==> src/rtl/vga_timing_gen.sv <==
// vga_timing_gen: parametrised raster timing generator with registered, skew-free sync/blank/strobes
// Ports: pixel_clk clock, rst sync active-high reset, en pixel advance enable;
// hcounter/vcounter raster position; HS/VS sync of configurable polarity; blank outside active area;
// line_start/frame_start/vblank_start single-clock strobes on entering (0,*), (0,0), (0,V_ACTIVE).
module vga_timing_gen #(
  parameter int H_ACTIVE = 640,
  parameter int H_FP = 16,
  parameter int H_SYNC = 96,
  parameter int H_BP = 48,
  parameter int V_ACTIVE = 480,
  parameter int V_FP = 10,
  parameter int V_SYNC = 2,
  parameter int V_BP = 33,
  parameter bit HS_POL = 1'b0,
  parameter bit VS_POL = 1'b0,
  parameter int CW = 11
) (
  input  logic          pixel_clk,
  input  logic          rst,
  input  logic          en,
  output logic [CW-1:0] hcounter,
  output logic [CW-1:0] vcounter,
  output logic          HS,
  output logic          VS,
  output logic          blank,
  output logic          line_start,
  output logic          frame_start,
  output logic          vblank_start
);
  localparam int H_TOTAL = H_ACTIVE + H_FP + H_SYNC + H_BP;
  localparam int V_TOTAL = V_ACTIVE + V_FP + V_SYNC + V_BP;
  localparam logic [CW-1:0] H_LAST = CW'(H_TOTAL - 1);
  localparam logic [CW-1:0] V_LAST = CW'(V_TOTAL - 1);
  localparam logic [CW-1:0] H_ACT = CW'(H_ACTIVE);
  localparam logic [CW-1:0] V_ACT = CW'(V_ACTIVE);
  localparam logic [CW-1:0] HS_ON = CW'(H_ACTIVE + H_FP);
  localparam logic [CW-1:0] HS_OFF = CW'(H_ACTIVE + H_FP + H_SYNC);
  localparam logic [CW-1:0] VS_ON = CW'(V_ACTIVE + V_FP);
  localparam logic [CW-1:0] VS_OFF = CW'(V_ACTIVE + V_FP + V_SYNC);
  logic h_wrap;
  logic [CW-1:0] h_nxt, v_nxt;
  // Outputs are decoded from the position the counters move to, so they register alongside them.
  always_comb begin
    h_wrap = hcounter == H_LAST;
    h_nxt = h_wrap ? '0 : hcounter + CW'(1);
    v_nxt = !h_wrap ? vcounter : (vcounter == V_LAST) ? '0 : vcounter + CW'(1);
  end
  always_ff @(posedge pixel_clk) begin
    if (rst) begin
      hcounter <= H_LAST;
      vcounter <= V_LAST;
      HS <= ~HS_POL;
      VS <= ~VS_POL;
      blank <= 1'b1;
      line_start <= 1'b0;
      frame_start <= 1'b0;
      vblank_start <= 1'b0;
    end else begin
      line_start <= en && h_nxt == '0;
      frame_start <= en && h_nxt == '0 && v_nxt == '0;
      vblank_start <= en && h_nxt == '0 && v_nxt == V_ACT;
      if (en) begin
        hcounter <= h_nxt;
        vcounter <= v_nxt;
        HS <= (h_nxt >= HS_ON && h_nxt < HS_OFF) ? HS_POL : ~HS_POL;
        VS <= (v_nxt >= VS_ON && v_nxt < VS_OFF) ? VS_POL : ~VS_POL;
        blank <= !(h_nxt < H_ACT && v_nxt < V_ACT);
      end
    end
  end
endmodule

==> config.mk <==
export PLATFORM = sky130hd
export DESIGN_NAME = vga_timing_gen
export DESIGN_NICKNAME = d
export VERILOG_FILES = /design/src/rtl/vga_timing_gen.sv
export SDC_FILE = /design/constraint.sdc
export NUM_CORES = 1
export LEC_CHECK = 0
export CAP_MARGIN = 5
export CORE_MARGIN = 2
export CORE_UTILIZATION = 50
export CTS_CLUSTER_DIAMETER = 120
export CTS_CLUSTER_SIZE = 20
export DETAILED_ROUTE_END_ITERATION = 16
export DONT_BUFFER_PORTS = 1
export GPL_TIMING_DRIVEN = 1
export PLACE_DENSITY = 0.68
export SKIP_CTS_REPAIR_TIMING = 1
export SLEW_MARGIN = 20
export SYNTH_ARGS = -nofsm -noshare
export SYNTH_HDL_FRONTEND = slang
export SYNTH_SLANG_ARGS = --single-unit
==> constraint.sdc <==
create_clock -name pixel_clk -period 2.05 [get_ports pixel_clk]
set_input_delay 0.3075 -clock pixel_clk [delete_from_list [all_inputs] [get_ports pixel_clk]]
set_output_delay 0.3075 -clock pixel_clk [all_outputs]
set_load 0.05 [all_outputs]
==> flow_summary.yaml, run 1 <==
cts:
  worstSkewPairLatency_ps: 270
  root_buffer: "clkbuf_8"
  clk_pin_slew_worst_paths_ps: 90
  cts.path.max_buffers: 2
  clock-sinks: 28
  cts_tree: "built"
  numCtsBuffers: 3
  h-tree-depth: 1
global_routing:
  grtUsageTotal_pct: 25.2
  grt_pass1_vias: 1873
  antenna_found_initial: 0
  gr-total-overflow: 0
  grt_pass1_wl_mm: 8.73
  grt_max_degree: 27
logic_synthesis:
  async_reset_ff_share_pct: 0
  ys.flop_type: "dfxtp_1"
  synth_nets: 261
  yosys.area.top_type_share_pct: 28.3
  synth_area_leaders: "dfxtp_1 (28%), nor2_1 (5.1%), a21oi_1 (4.8%), xnor2_1 (4.4%), nand2_1 (3.4%)"
  netlist_area_sq_um: 1980
  ys_seq_area_share_pct: 28.3
  synth_edf_count: 0
  syn_inst: 254
  ys_types: 64
  yosys.area.top_type: "dfxtp_1"
  synth_seq_cells: 28
  avgSynthCellArea_sq_um: 7.80
  synth.cells.most_frequent: "dfxtp_1 (28), nor2_1 (27), a21oi_1 (19)"
  yosys_warnings: 0
  synth.most_common_cell: "dfxtp_1"
routing:
  wl_mm: 5.68
  drc: 0
  viasPerCell: 6.28
  dr.pass1.iters: 5
  drt.antenna.violating_nets: 0
  num_vias: 2154
  drt-initial-drc-count: 202
  wl_per_cell_um: 16.6
placement:
  portBuffers: 0
  post-place-cells: 336
  place_area_sq_um: 2440
  gp_congestion: 0.857
  place_ws_ps: -87.3
  dp_hpwl_mm: 3.98
cells_and_area:
  fillers: 309
  final_nets: 303
  postLayoutCoreUtil_pct: 71.0
  final_cells: 343
  syn_to_final_growth_pct: 34.2
  n_antenna_cell: 0
  drive_above_1_share_pct: 41.4
  design_area_sq_um: 2660
sta:
  rsz0062_at_grt: "yes"
  max_freq_mhz: 481
  fin_worst_skew_ps: 2.42
  tns_ps: -52.8
  holdWs_ps: 86.1
  period_minus_slack_ps: 2080
  hold_viol: 0
  maxSlewViolCount: 0
  setup_violations: 2
  worstMarginPinSlew_ps: 514
  max-slew-margin-rel_pct: 65.7
  min_period_over_period_pct: 101
  layout_setup_ws_ps: -30.1
job:
  maxCapViolations: 0
floorplanning:
  core-area_sq_um: 3740
  start_util_pct: 52.9
  std_cell_rows: 22
  dieArea_sq_um: 4480
  die_w_um: 66.9
  io_pins: 31
  fp.dieH_um: 66.9
power_and_ir_drop:
  powerDensity_nw_per_um2: 639
  peakVddDrop_mv: 0.556
  p_total_mw: 1.70
  power.leakage_nw: 0.981
critical_path:
  critical_path_required_ps: 2240
  worst-setup-path-type: "register to register"
  reg2reg_slack_ps: -30
  start_kind: "register"
  end_kind: "register"
  crit_fanout: 5
  worst_ep_arrival_time_ps: 2270
hold_path:
  hold_path_class: "input pin to register"
status:
  status: "finished with violations"
  failed_checks: "negative setup slack"
==> registers in the layout, indices dropped and copies added, names as in the netlist <==
register,count
HS,1
VS,1
blank,1
frame_start,1
hcounter,11
line_start,1
vblank_start,1
vcounter,11
==> worst paths after layout <==
kind,startpoint,end,cells past startpoint
max,vcounter[1],blank,7
min,rst,vcounter[1],1
max reg2reg,vcounter[1],blank,7
min reg2reg,vcounter[2],vcounter[2],1
==> cell type report <==
cell class,instances,area [sq um],share of cell area (%)
inverters,6,22.5,0.847
flip-flops and latches,28,607,22.8
clock buffers,3,41.3,1.55
repair buffers,61,478,18.0
well taps,48,60.1,2.26
clock inverters,1,3.75,0.141
multi-input cells,196,1450,54.4
==> cell families after synthesis <==
kind of cell	synth area share [%]
compound gates	23.8
buf+inv	7.33
fa+ha+maj	2.53
simple gates	30.9
flops	28.3
mux	0.569
xor+xnor	6.63
==> metal layers <==
metal / GRT usage, % / share of wire, % / vias up
met1: 36.5 / 46 / 1022
met4: 4.59 / 0.90 / 0
li1: - / - / 1030
met2: 38.1 / 45 / 96
met5: 0 / 0 / -
met3: 5.74 / 8.5 / 6
==> worst max-delay path, stage by stage (launching register included) <==
cell,delay (ps)
dfxtp_4,350
buf_4,110
buf_6,170
nand4_1,260
or3_1,490
nor4_2,310
a21oi_2,90
a41oi_1,220
==> report_power, final <==
group,total (mW),internal [mW],switching [mW]
sequential,0.624,0.574,0.0504
clock,0.296,0.134,0.162
combinational,0.779,0.335,0.444
==> placed cells by master, fill, tap and decap left out, types with 3 or more instances in the layout <==
cell and instances:
a211o_1 5, a211oi_1 3, a21oi_1 16, and3_1 3
buf_4 58, clkbuf_8 3, dfxtp_1 9, dfxtp_2 10
dfxtp_4 9, inv_1 4, nand2_1 18, nand3_1 9
nand4_1 7, nor2_1 25, nor3_1 11, nor4_2 3
nor4_4 3, o21a_1 3, o21ai_0 8, o31ai_1 3
or4_4 3, xnor2_1 10, xor2_1 5
Power figures use the tool's default switching activity.
==> run 2: changes to the inputs <==
--- a/config.mk
+++ b/config.mk
@@ -5,7 +5,6 @@
 export SDC_FILE = /design/constraint.sdc
 export NUM_CORES = 1
 export LEC_CHECK = 0
-export CAP_MARGIN = 5
 export CORE_MARGIN = 2
 export CORE_UTILIZATION = 50
 export CTS_CLUSTER_DIAMETER = 120
==> constraint.sdc (replaced) <==
create_clock -name pixel_clk -period 2.05 [get_ports pixel_clk]
set_input_delay 0.3075 -clock pixel_clk [delete_from_list [all_inputs] [get_ports pixel_clk]]
set_output_delay 0.3075 -clock pixel_clk [all_outputs]
set_load 0.005 [all_outputs]
==> run 2 against run 1 <==
The run still ends with negative setup slack left. Routed wire length increased by 3.2%. Largest power group unchanged. Highest routed layer unchanged. Clock-buffer cell count increased by 1. Combinational power about the same. Via count unchanged. Clock power increased by 23%. Maximum frequency decreased by 6.4%. Sequential share of layout area decreased by 1.4 points.
==> flow_summary.yaml, run 2 (synthesis gave the netlist of run 1 again) <==
sta:
  hold_viol: 0
  tns_ps: -592
  max_freq_mhz: 450
  holdWs_ps: 72.5
  max-slew-margin-rel_pct: 67.6
  min_period_over_period_pct: 108
  period_minus_slack_ps: 2220
  worstMarginPinSlew_ps: 480
  fin_worst_skew_ps: 2.43
  maxSlewViolCount: 0
  setup_violations: 5
  rsz0062_at_grt: "yes"
  layout_setup_ws_ps: -171
critical_path:
  cp_slowest_cell: "nor4_4"
  critPathTopFamily: "simple AND/OR/NAND/NOR gates"
  slowest_delay_ps: 400
  path_buf_inv: 3
  start_kind: "register"
  crit_fanout: 3
  worst-setup-path-type: "register to register"
  critical_path_required_ps: 2290
  end_kind: "register"
  reg2reg_slack_ps: -170
  worst_ep_arrival_time_ps: 2460
  path_cells: "buf_6 -> nor4_4 -> buf_4 -> nand3_2 -> a222oi_1 -> buf_4 -> o21ai_4 -> nor4_4 -> and4_1"
cts:
  worstSkewPairLatency_ps: 280
  numCtsBuffers: 3
  clock-sinks: 28
  clk_pin_slew_worst_paths_ps: 100
  root_buffer: "clkbuf_8"
  h-tree-depth: 1
  cts.path.max_buffers: 2
  cts_tree: "built"
routing:
  drt.antenna.violating_nets: 0
  num_vias: 2154
  viasPerCell: 6.17
  drt-initial-drc-count: 180
  wl_per_cell_um: 16.8
  drc: 0
  wl_mm: 5.86
  dr.pass1.iters: 7
power_and_ir_drop:
  p_total_mw: 1.74
  peakVddDrop_mv: 0.472
  powerDensity_nw_per_um2: 658
  power.leakage_nw: 1.03
global_routing:
  grt_pass1_vias: 1923
  grtUsageTotal_pct: 26.2
  grt_pass1_wl_mm: 9.05
  grt_max_degree: 27
  gr-total-overflow: 0
  antenna_found_initial: 0
cells_and_area:
  drive_above_1_share_pct: 38.2
  n_antenna_cell: 0
  top_regs: "hcounter x11, vcounter x11"
  final_cell_mix: "buf_4 (65), nor2_1 (26), dfxtp_1 (23)"
  postLayoutCoreUtil_pct: 70.6
  design_area_sq_um: 2640
  layout_commonest_cell: "buf_4"
  final_nets: 309
  final_cells: 349
  syn_to_final_growth_pct: 33.4
floorplanning:
  start_util_pct: 52.9
  dieArea_sq_um: 4480
  fp.dieH_um: 66.9
  core-area_sq_um: 3740
  die_w_um: 66.9
  io_pins: 31
  std_cell_rows: 22
placement:
  place_ws_ps: -109
  post-place-cells: 338
  gp_congestion: 0.915
  dp_hpwl_mm: 4.05
  place_area_sq_um: 2380
  portBuffers: 0
status:
  status: "finished with violations"
  failed_checks: "negative setup slack"
hold_path:
  hold_path_class: "input pin to register"
job:
  maxCapViolations: 0
[run 2: cell types whose count changed in the layout (fill, tap and decap cells not counted), sizes merged]
cell / before / now
clkinv: 1 / 0
buf: 61 / 67
clkbuf: 3 / 4
[run 2: routing by layer]
metal	GRT usage, %	vias up	share of wire (%)
met3	4.73	11	10
li1	-	1044	-
met1	38.9	984	45
met4	5.36	0	1.5
met5	0	-	0
met2	39.4	115	43
[run 2: report_power, final]
group / switching [mW] / internal [mW]
registers: 0.0252 / 0.574
clock network: 0.190 / 0.173
logic: 0.400 / 0.379
[run 2: final timing paths]
check,depth (start not counted),startpoint,to
min reg2reg,2,HS,HS
max reg2reg,9,hcounter[6],frame_start
min,1,rst,vcounter[0]
max,9,hcounter[6],frame_start
[run 2: worst register-to-register path, cell delays in order, from the launching register on]
cell      delay, ps
dfxtp_2         350
buf_6           120
nor4_4          400
buf_4           190
nand3_2          70
a222oi_1        360
buf_4           200
o21ai_4          70
nor4_4          230
and4_1          210
[run 2: layout make-up]
class / count / area [sq um]
Inverter: 6 / 22.5
Clock buffer: 4 / 55.1
Multi-Input combinational cell: 196 / 1430
Sequential cell: 28 / 567
Fill cell: 289 / 1100
Tap cell: 48 / 60.1
Timing Repair Buffer: 67 / 510
==> run 3: changes to the inputs <==
--- a/config.mk
+++ b/config.mk
@@ -13,6 +13,7 @@
 export DONT_BUFFER_PORTS = 1
 export GPL_TIMING_DRIVEN = 1
 export PLACE_DENSITY = 0.68
+export SETUP_SLACK_MARGIN = 0.3
 export SKIP_CTS_REPAIR_TIMING = 1
 export SLEW_MARGIN = 20
 export SYNTH_ARGS = -nofsm -noshare
==> run 3 against run 2 <==
Critical endpoint unchanged. The run still ends with negative setup slack left. Clock-buffer cell count did not move. Total power rose by 5.4%. Critical path depth fell by 2. Clock power fell by 13%. Non-clock buffer count fell by 2. Maximum frequency rose by 3.6%.
==> flow_summary.yaml, run 3 (synthesis gave the netlist of run 1 again) <==
status:
  status: "finished with violations"
  failed_checks: "negative setup slack"
power_and_ir_drop:
  peakVddDrop_mv: 0.377
  p_int_mw: 1.15
  pwr-share-clk_pct: 17.3
  p_seq_share_pct: 33.0
  power.leakage_nw: 1.05
  p_sw_mw: 0.686
  powerDensity_nw_per_um2: 645
  swShare_pct: 37.4
  p_comb_share_pct: 49.7
cells_and_area:
  postLayoutCoreUtil_pct: 75.9
  final_cell_mix: "buf_4 (51), nor2_1 (23), dfxtp_1 (16), nand2_1 (16), buf_6 (14)"
  n_antenna_cell: 0
  drive_above_1_share_pct: 46.8
  final_cells: 347
  syn_to_final_growth_pct: 43.5
  final_nets: 307
  top_regs: "hcounter x11, vcounter x11"
  fillers: 255
  layout_commonest_cell: "buf_4"
cts:
  root_buffer: "clkbuf_8"
  numCtsBuffers: 3
  cts.path.max_buffers: 2
  worstSkewPairLatency_ps: 280
  clk_pin_slew_worst_paths_ps: 100
  clock-sinks: 28
  cts_tree: "built"
  h-tree-depth: 1
critical_path:
  worst-setup-path-type: "register to register"
  end_kind: "register"
  rr_startpoint: "hcounter[7]"
  critical_path_required_ps: 2280
  reg2reg_slack_ps: -100
  r2r_cells: 7
  reg2reg_to: "frame_start"
  crit_fanout: 3
  start_kind: "register"
  worst_ep_arrival_time_ps: 2370
floorplanning:
  core-area_sq_um: 3740
  die_w_um: 66.9
  std_cell_rows: 22
  start_util_pct: 52.9
  fp.dieH_um: 66.9
  io_pins: 31
  dieArea_sq_um: 4480
routing:
  wl_mm: 6.76
  drt.antenna.violating_nets: 0
  dr.pass1.iters: 6
  wl_per_cell_um: 19.5
  viasPerCell: 6.63
  drc: 0
  drt-initial-drc-count: 393
  num_vias: 2299
sta:
  maxSlewViolCount: 0
  rsz0062_at_grt: "yes"
  layout_setup_ws_ps: -95.1
  min_period_over_period_pct: 105
  max-slew-margin-rel_pct: 72.3
  setup_violations: 2
  fin_worst_skew_ps: 2.30
  max_freq_mhz: 466
  tns_ps: -150
  period_minus_slack_ps: 2150
  holdWs_ps: 77.1
  hold_viol: 0
  worstMarginPinSlew_ps: 411
placement:
  portBuffers: 0
  gp_congestion: 0.864
  dp_hpwl_mm: 4.09
  post-place-cells: 330
global_routing:
  grt_pass1_wl_mm: 9.29
  grt_max_degree: 27
  gr-total-overflow: 0
  grt_pass1_vias: 1921
  globalRouteMet3Util_pct: 5.74
  gr-max-usage-layer: "met1"
  globalRouteMet2Util_pct: 39.5
  antenna_found_initial: 0
  grtUsageTotal_pct: 26.8
  grt.met1_usage_pct: 39.8
hold_path:
  hold_depth: 1
  hold_path_end: "vcounter[5]"
  hold_path_class: "input pin to register"
  hold_path_startpoint: "rst"
job:
  maxCapViolations: 0
==> run 3: worst max-delay path, cell delays in order, from the launching register on <==
cell      delay (ps)
dfxtp_4          370
nor4_4           440
nand3_1          140
a222oi_1         380
buf_4            200
o21ai_2           90
nor4_4           260
and4_1           220
==> run 3: cell type report <==
cell class	instances	area, sq um	share of cell area (%)
sequential	28	586	20.6
clock buffer	4	45.0	1.58
timing repair buffer	65	541	19.0
tap	48	60.1	2.11
inverter	6	22.5	0.792
multi-input combinational	196	1590	55.9
==> run 3: power groups by stage <==
stage,registers [mW],logic (mW),clock network [mW]
after CTS,0.604,0.624,0.319
after global placement,0.616,0.612,0
final,0.606,0.912,0.317
after floorplan,0.611,0.419,0
after global routing,0.611,0.961,0.336
after detailed placement,0.617,0.621,0
==> run 3: worst max-delay path by stage <==
| stage | start | end | slack [ps] |
|---|---|---|---|
| after floorplan | vcounter[5] | frame_start | 40 |
| after global placement | vcounter[1] | frame_start | 6 |
| after detailed placement | vcounter[1] | frame_start | -90 |
| after CTS | vcounter[1] | frame_start | -120 |
| after global routing | hcounter[7] | frame_start | -200 |
| final | hcounter[7] | frame_start | -100 |
==> run 3: per-layer routing <==
layer,part of all wire [%],up-vias
met4,1.7,0
li1,-,1037
met1,42,1089
met2,46,154
met3,9.9,19
met5,0,-
==> run 3: stage by stage <==
step                      power, mW  setup WS [ps]  area (sq um)
after CTS                      1.55           -121          2420
after floorplan                1.03           38.7          2090
after global routing           1.91           -197          2840
after detailed placement       1.24          -86.0          2380
after global placement         1.23           6.29          2380
final                          1.83          -95.1          2840
